==> src/rtl/fir_seq_mac.sv <==
// Sequential FIR filter: one shared multiplier walks all taps per accepted sample.
// Define FIR_SAT_EN to clamp the rounded result to DW bits; otherwise it wraps.
module fir_seq_mac #(
  parameter int unsigned DW    = 16,
  parameter int unsigned CW    = 16,
  parameter int unsigned TAPS  = 13,
  parameter int unsigned SHIFT = 15,
  localparam int unsigned IW   = $clog2(TAPS),
  // Address is wide enough to express out-of-range tap numbers so they can be rejected
  localparam int unsigned AW   = $clog2(TAPS + 1),
  localparam int unsigned ACCW = DW + CW + $clog2(TAPS)
) (
  input  logic          clk,
  input  logic          reset,
  input  logic          in_valid,
  output logic          in_ready,
  input  logic [DW-1:0] data_in,
  input  logic          coef_we,
  input  logic [AW-1:0] coef_addr,
  input  logic [CW-1:0] coef_data,
  output logic          out_valid,
  input  logic          out_ready,
  output logic [DW-1:0] data_out,
  output logic          busy
);

  localparam logic [1:0] StIdle = 2'd0;
  localparam logic [1:0] StMac  = 2'd1;
  localparam logic [1:0] StOut  = 2'd2;

  localparam logic [IW-1:0]        LastIdx = IW'(TAPS - 1);
  localparam logic [AW:0]          TapsA   = (AW + 1)'(TAPS);
  localparam logic signed [ACCW:0] Half    = (ACCW + 1)'(1) << (SHIFT - 1);

  logic [1:0]             state_q, state_d;
  logic signed [DW-1:0]   x_q    [TAPS];
  logic signed [DW-1:0]   x_d    [TAPS];
  logic signed [CW-1:0]   coef_q [TAPS];
  logic signed [CW-1:0]   coef_d [TAPS];
  logic signed [ACCW-1:0] acc_q, acc_d, acc_sum;
  logic [IW-1:0]          idx_q, idx_d;
  logic [DW-1:0]          data_out_q, data_out_d;
  logic signed [DW+CW-1:0] prod;
  logic signed [ACCW:0]   rnd;
  logic [DW-1:0]          narrow;
  logic                   coef_wr;

  assign coef_wr = coef_we && (state_q == StIdle) && ({1'b0, coef_addr} < TapsA);

  assign prod    = (DW + CW)'(x_q[idx_q]) * (DW + CW)'(coef_q[idx_q]);
  assign acc_sum = acc_q + {{(ACCW - DW - CW){prod[DW+CW-1]}}, prod};
  // One guard bit so the rounding offset cannot overflow the accumulator
  assign rnd     = {acc_sum[ACCW-1], acc_sum} + Half;

`ifdef FIR_SAT_EN
  logic signed [ACCW:0] shr;
  logic                 ovf;

  always_comb begin
    shr = rnd >>> SHIFT;
    ovf = !((&shr[ACCW:DW-1]) || !(|shr[ACCW:DW-1]));
    if (ovf) begin
      narrow = shr[ACCW] ? {1'b1, {(DW - 1){1'b0}}} : {1'b0, {(DW - 1){1'b1}}};
    end else begin
      narrow = shr[DW-1:0];
    end
  end
`else
  assign narrow = DW'(rnd >>> SHIFT);
`endif

  always_comb begin
    state_d    = state_q;
    x_d        = x_q;
    coef_d     = coef_q;
    acc_d      = acc_q;
    idx_d      = idx_q;
    data_out_d = data_out_q;

    // Applied before the MAC starts, so a same-edge accept sees the new coefficient
    if (coef_wr) begin
      coef_d[coef_addr[IW-1:0]] = coef_data;
    end

    case (state_q)
      StIdle: begin
        if (in_valid) begin
          for (int unsigned k = 1; k < TAPS; k++) begin
            x_d[k] = x_q[k-1];
          end
          x_d[0]  = data_in;
          acc_d   = '0;
          idx_d   = '0;
          state_d = StMac;
        end
      end
      StMac: begin
        acc_d = acc_sum;
        idx_d = idx_q + IW'(1);
        if (idx_q == LastIdx) begin
          data_out_d = narrow;
          idx_d      = '0;
          state_d    = StOut;
        end
      end
      StOut: begin
        if (out_ready) begin
          state_d = StIdle;
        end
      end
      default: state_d = StIdle;
    endcase
  end

  always_ff @(posedge clk or negedge reset) begin
    if (!reset) begin
      state_q    <= StIdle;
      acc_q      <= '0;
      idx_q      <= '0;
      data_out_q <= '0;
      for (int unsigned k = 0; k < TAPS; k++) begin
        x_q[k]    <= '0;
        coef_q[k] <= '0;
      end
    end else begin
      state_q    <= state_d;
      acc_q      <= acc_d;
      idx_q      <= idx_d;
      data_out_q <= data_out_d;
      x_q        <= x_d;
      coef_q     <= coef_d;
    end
  end

  assign in_ready  = (state_q == StIdle);
  assign out_valid = (state_q == StOut);
  assign busy      = (state_q == StMac) || (state_q == StOut);
  assign data_out  = data_out_q;

endmodule

==> config.mk <==
export PLATFORM = sky130hd
export DESIGN_NAME = fir_seq_mac
export DESIGN_NICKNAME = d
export VERILOG_FILES = /design/src/rtl/fir_seq_mac.sv
export SDC_FILE = /design/constraint.sdc
export NUM_CORES = 2
export LEC_CHECK = 0
export CAP_MARGIN = 10
export CORE_UTILIZATION = 50
export CTS_CLUSTER_SIZE = 12
export DETAILED_ROUTE_END_ITERATION = 16
export GPL_TIMING_DRIVEN = 1
export PLACE_DENSITY = 0.73
export SLEW_MARGIN = 20
export SYNTH_ARGS = -nofsm -noshare
export SYNTH_HDL_FRONTEND = slang
export SYNTH_SLANG_ARGS = --single-unit
==> constraint.sdc <==
create_clock -name clk -period 29.3 [get_ports clk]
set_input_delay 5.86 -clock clk [delete_from_list [all_inputs] [get_ports clk]]
set_output_delay 5.86 -clock clk [all_outputs]
set_load 0.02 [all_outputs]
==> results by stage <==
Status:
- The run finished with clean final reports.

Routing:
- In this run the remaining antenna-violating nets after routing total 0.
- Detailed routing placed a total of 3.99 mm of wire on met3.
- The via total after detailed routing is 21100.
- After detailed routing, the number of remaining DRC violations is 0.
- The first detailed-routing pass ran for 5 iterations.
- In the routed layout, each cell is associated on average with a via count of 5.75.
- After detailed routing, the met2 layer carries 36.4 mm of wire.
- The detailed-route wire length on metal 1 is 31.9 mm.
- The highest routed metal layer is met5.
- After detailed routing, the average wire length per cell comes to 20.3 um.
- The detailed router finished its first iteration with 1465 violations.
- Wires add up to 74.5 mm.

STA:
- In the post-route analysis, the smallest setup slack over all paths is 16730 ps.
- The final number of max-transition violations is 0.
- Setup repair after global routing left no endpoint under its margin.
- For the pin with the worst max-slew slack, the measured transition is 1160 ps.
- The setup TNS is 0 ps.
- Timing would allow up to 79.5 MHz.
- Between clock sinks in the finished design, the worst skew comes to 53.9 ps.
- The final critical-path required period is 12570 ps.
- The worst-case headroom to the max-slew limit is 0.221.
- The count of endpoints failing hold in the final timing report was 0.
- The final cycle utilization of the critical path is 0.429.
- The count of final setup violators is 0.

Worst setup path:
- The most frequent cell on the critical path is sky130_fd_sc_hd__fa_1.
- STA puts the critical path data arrival time at 13060 ps.
- The largest individual stage delay along the critical path comes from the cell sky130_fd_sc_hd__dfrtp_4.
- The cell class contributing the biggest share of worst-path delay is compound AO/OA/AOI/OAI gates.
- The required time of the critical path is 29790 ps.
- The number of buffers and inverters on the critical path is 6.
- The sort of element at the start of the critical path is a register.
- Of all nets on the critical path, the largest fanout is 51.
- For this run, the slowest stage of the critical path takes 1050 ps.
- The critical path is of the reg -> reg type.
- STA classifies the critical path endpoint as a register.

Yosys:
- The count of cell types in the netlist is 69.
- The count of flip-flops with a built-in enable after synthesis is 0.
- Synthesis produced a netlist with a net count of 3182.
- The share of flip-flops with an asynchronous set or reset is 1.00.
- The synthesized cell area is 32100 um^2.
- In this run the mean area of a mapped cell was 11.6 um^2.
- By area the synthesized netlist is led by sky130_fd_sc_hd__dfrtp_1, sky130_fd_sc_hd__fa_1, sky130_fd_sc_hd__mux2_2, sky130_fd_sc_hd__mux4_2, sky130_fd_sc_hd__ha_1.
- The most used flip-flop cell after synthesis is sky130_fd_sc_hd__dfrtp_1.
- The synthesized design contains 469 register bits.
- For this run, the register share of the synthesized area comes to 0.365.
- Of the post-synthesis cell area, the dominant cell type holds 0.365.
- sky130_fd_sc_hd__dfrtp_1 takes more of the synthesized area than any other cell.
- The Yosys warning count is 0.
- The cell count after synthesis is 2766.

Placement:
- OpenSTA, run right after detailed placement, puts the worst setup slack at 16750 ps.
- After detailed placement, the total cell area comes to 33700 um^2.
- Input and output buffers added on the ports amount to 59.
- The final weighted congestion in routability-driven placement is 0.935.
- Once detailed placement completed, the half-perimeter wirelength came to 52.2 mm.

CTS:
- The tree is rooted in a sky130_fd_sc_hd__clkbuf_16.
- The cts-stage hold buffer count is 0.
- Buffers inserted during clock tree synthesis total 51.
- The clock passes through at most 3 buffers.
- The CTS tree is done.
- The number of clock sinks is 469.
- For the worst-skew pair, the clock arrives at the later sink with an insertion delay of 640 ps.
- Post-CTS timing repair inserted 0 buffers for setup.
- The H-tree was split into 2 levels.
- The clock transition at the registers of the reported paths is 80 ps.
- The post-cts repair resize count is 0.

Floorplan:
- From left edge to right edge, the die measures 256 um.
- In this run the standard cell core region covers 63300 um^2.
- The floorplan has 92 rows.
- The die is 256 um tall.
- The initial utilization of the core area, before any placement, comes to 0.508.
- The overall die area is 65300 um^2.
- During I/O placement, the number of pins put on the boundary was 60.

Job:
- The max capacitance violation total is 0.

Cells and area:
- From synthesis to final layout, the design area changed by 10.0%.
- The footprint of the multi-input gates is 18700 um^2.
- The finished cells cover 35400 um^2.
- The repair_antennas step left the layout with diodes totalling 0.
- In the layout the commonest cells are sky130_fd_sc_hd__dfrtp_1, sky130_fd_sc_hd__mux2_2, sky130_fd_sc_hd__inv_1.
- The final net count is 3206.
- The number of inserted filler cells in the final layout is 5182.
- The most common library cell in the layout ignoring fill and taps is sky130_fd_sc_hd__dfrtp_1.
- Of the cells placed in the final design, the portion with a size suffix greater than 1 is 0.230.
- The total area of sequential cells is 11700 um^2.

Global route:
- The largest net degree at the start of global routing is 196.
- The initial antenna violation count came to 3.
- The aggregate global-route resource usage is 0.232.
- The number of global-route vias before repair is 22500.
- The first global-routing pass estimated 121 mm of wire.
- The remaining global-route overflow is 0.

Hold path:
- The min-delay analysis places its worst path in the category reg -> reg.
-- cell families (layout without fill, tap and decap cells) --
family,Yosys count,after routing,synth area share
simple gates,562,562,0.0781
mux,537,537,0.215
flops,469,469,0.365
buf+inv,469,526,0.0562
fa+ha+maj,375,375,0.206
compound gates,286,286,0.0603
xor+xnor,68,68,0.0188
-- metrics by stage --
stage          instances  hold slack, ps  utilization
3_3_place_gp        3582             459        0.531
2_1_floorplan       2766             456            -
3_5_place_dp        3583             470        0.532
5_1_grt             3669             503        0.558
4_1_cts             3669             482        0.558
6_report            3669             475        0.558
-- worst paths after layout --
check / from / end / slack, ps / cells past startpoint
max: idx_q[0] / data_out[15] / 16730 / 38
min: data_out[6] / data_out[6] / 470 / 2
max reg2reg: idx_q[0] / data_out[15] / 16730 / 38
min reg2reg: data_out[6] / data_out[6] / 470 / 2
max in group asynchronous: reset / x_q[95] / 21480 / 3
min in group asynchronous: reset / acc_q[4] / 5310 / 1
-- registers in the layout, indices dropped and copies added, names as in the netlist --
register and flops:
data_out 16, x_q 208, acc_q 31, idx_q 4, state_q 2, coef_q 208
-- routing by layer --
metal  vias up  track usage
met2       581        0.393
met3       165       0.0363
met1     10900        0.308
met4         6       0.0720
met5         -            0
li1       9399            -
-- synthesized netlist by cell type, drive strengths merged, types with 5 or more instances --
master and instances:
a21oi 56, a211oi 14, clkbuf 106, nand2b 25, o211ai 6, nor2b 19, fa 257, dfrtp 469
and2 15, buf 28, o22ai 8, a32o 5, nor3 17, mux4 82, a221oi 9, and3 7
a21o 18, a2111oi 5, o21a 11, or2 8, o21bai 8, a211o 8, or3 11, o221ai 22
xnor2 48, xor2 20, mux2 417, nand4 7, mux2i 38, nand3 25, a22o 13, o21ai 75
ha 118, a22oi 8, nor2 162, nand2 244, inv 335
-- worst register-to-register path, delay by kind of cell (launching register included) --
kind	cells	cell delay, ps
adders and majority gates	8	3700
muxes	1	600
DFF	1	1050
AOI/OAI and AO/OA	15	3950
and+or+nand+nor	6	1040
buffers and inverters	6	1680
xor gates and xnor gates	2	430
-- layout make-up --
| type | instances | area share |
|---|---|---|
| clock buffer | 72 | 0.0406 |
| timing repair buffer | 105 | 0.0279 |
| sequential | 469 | 0.332 |
| multi-input combinational | 1828 | 0.528 |
| tap | 846 | 0.0299 |
| inverter | 335 | 0.0356 |
| clock inverter | 14 | 0.00637 |
Power is left out: the tool's default activity adds up to more than one toggle a clock period on the data nets, which glitch-free logic cannot reach.
==> edit (same settings) <==
Build with the macro `FIR_SAT_EN` defined.
--- a/src/rtl/fir_seq_mac.sv
+++ b/src/rtl/fir_seq_mac.sv
@@ -1,4 +1,6 @@
 // Sequential FIR filter: one shared multiplier walks all taps per accepted sample.
 // Define FIR_SAT_EN to clamp the rounded result to DW bits; otherwise it wraps.
+`define FIR_SAT_EN
+
 module fir_seq_mac #(
   parameter int unsigned DW    = 16,
Function: no difference found for any inputs over 4 cycles, from zero or initial values and one cycle with reset low; that may be too few to reach the edited logic, so the function may still have changed.
==> edit against the original RTL <==
Worst setup slack lost 0.29 ns; sequential cell count grew 5; global-route usage up 0.79 points; die area is 2.9% higher; sequential share of layout area shrank 0.45 points; area after synthesis rose by 2.9%; design area increased by 2.4%; wire length rose by 3.7%; critical path type unchanged.
Power is left out: the tool's default activity adds up to more than one toggle a clock period on the data nets, which glitch-free logic cannot reach.
==> edit: results (changes against the original RTL) <==
outcome=finished, final reports clean; design area=36220 um2 (+2.4%); xor/xnor share of the synthesized area=0.01922 (+0.0004540); CTS buffer count=52 (+2.0%); Diodes inserted=1 (+1); clock network area share=0.04708 (+0.0001209); Mapped Avg Cell Area=11.62 um2 (about the same); library cells used by synthesis=80 (+16%); Initial DRC Count=1456 (-0.61%); die width=259.2 um (+1.4%); fin cells=3731 (+1.7%); met3 WL=4001 um (+0.33%); CP peak stage delay=0.71 ns (-0.34 ns); CP max-delay cell=buf_4; worst r2r path cells=44 (+16%); share of layout cells above drive strength 1=0.2379 (+0.007662); largest registers=coef_q x208, x_q x208, acc_q x36; top cells by area, synth=dfrtp_1 (36%), fa_1 (16%), mux2_2 (14%), mux4_2 (6.5%), ha_1 (4.7%); Fmax achieved=77.77 MHz (-2.2%); via count=21.68k (+2.8%); Multi-In Gates=1886 (+3.2%); per-cell routed wire length=20.70 um (+2.0%); FF+latch count=474 (+1.1%); met2 Track Usage GR=0.4027 (+0.01019); Synth Area in Adders=0.2057 (-0.0002914); Final nets=3269 (+2.0%); met1 track demand over resource=0.3231 (+0.01552); Post-Route Skew=0.03804 ns (-0.01587 ns); post-placement cell area=34460 um2 (+2.3%); compound-cell area share of the yosys netlist=0.07518 (+0.01483); DR top layer=met4; clk_lat worst skew=0.62 ns (-0.02 ns); Worst-Margin Slew=1.181 ns (+0.01877 ns); Synth top cells by count=dfrtp_1 (474), mux2_2 (417), inv_1 (338), fa_1 (263), nand2_1 (229); met3 Use GR=0.03261 (-0.003733); Non-clk bufs=90 (-14%); sequential share of cell area=0.3277 (-0.004486); Met2 Routed Length=37980 um (+4.3%)
==> edit: changes by cell type in the layout (fill, tap and decap cells not counted), moves of 16 or more <==
cell      delta
o22a_1      +16
a31o_2      +18
o21ai_0     -27
nor2_1      +34
buf_4       -16
a221oi_1    +22
a21o_1      +28
o221ai_1    -22
mux2i_1     -35
==> edit: worst max path at each step <==
stage                                     from                       end
final                     idx_q[0]$_DFFE_PN0P_   data_out[4]$_DFFE_PN0P_
after global routing      idx_q[0]$_DFFE_PN0P_   data_out[8]$_DFFE_PN0P_
after detailed placement  idx_q[0]$_DFFE_PN0P_   data_out[4]$_DFFE_PN0P_
after CTS                 idx_q[0]$_DFFE_PN0P_   data_out[4]$_DFFE_PN0P_
after floorplan           idx_q[0]$_DFFE_PN0P_  data_out[11]$_DFFE_PN0P_
after global placement    idx_q[0]$_DFFE_PN0P_  data_out[13]$_DFFE_PN0P_
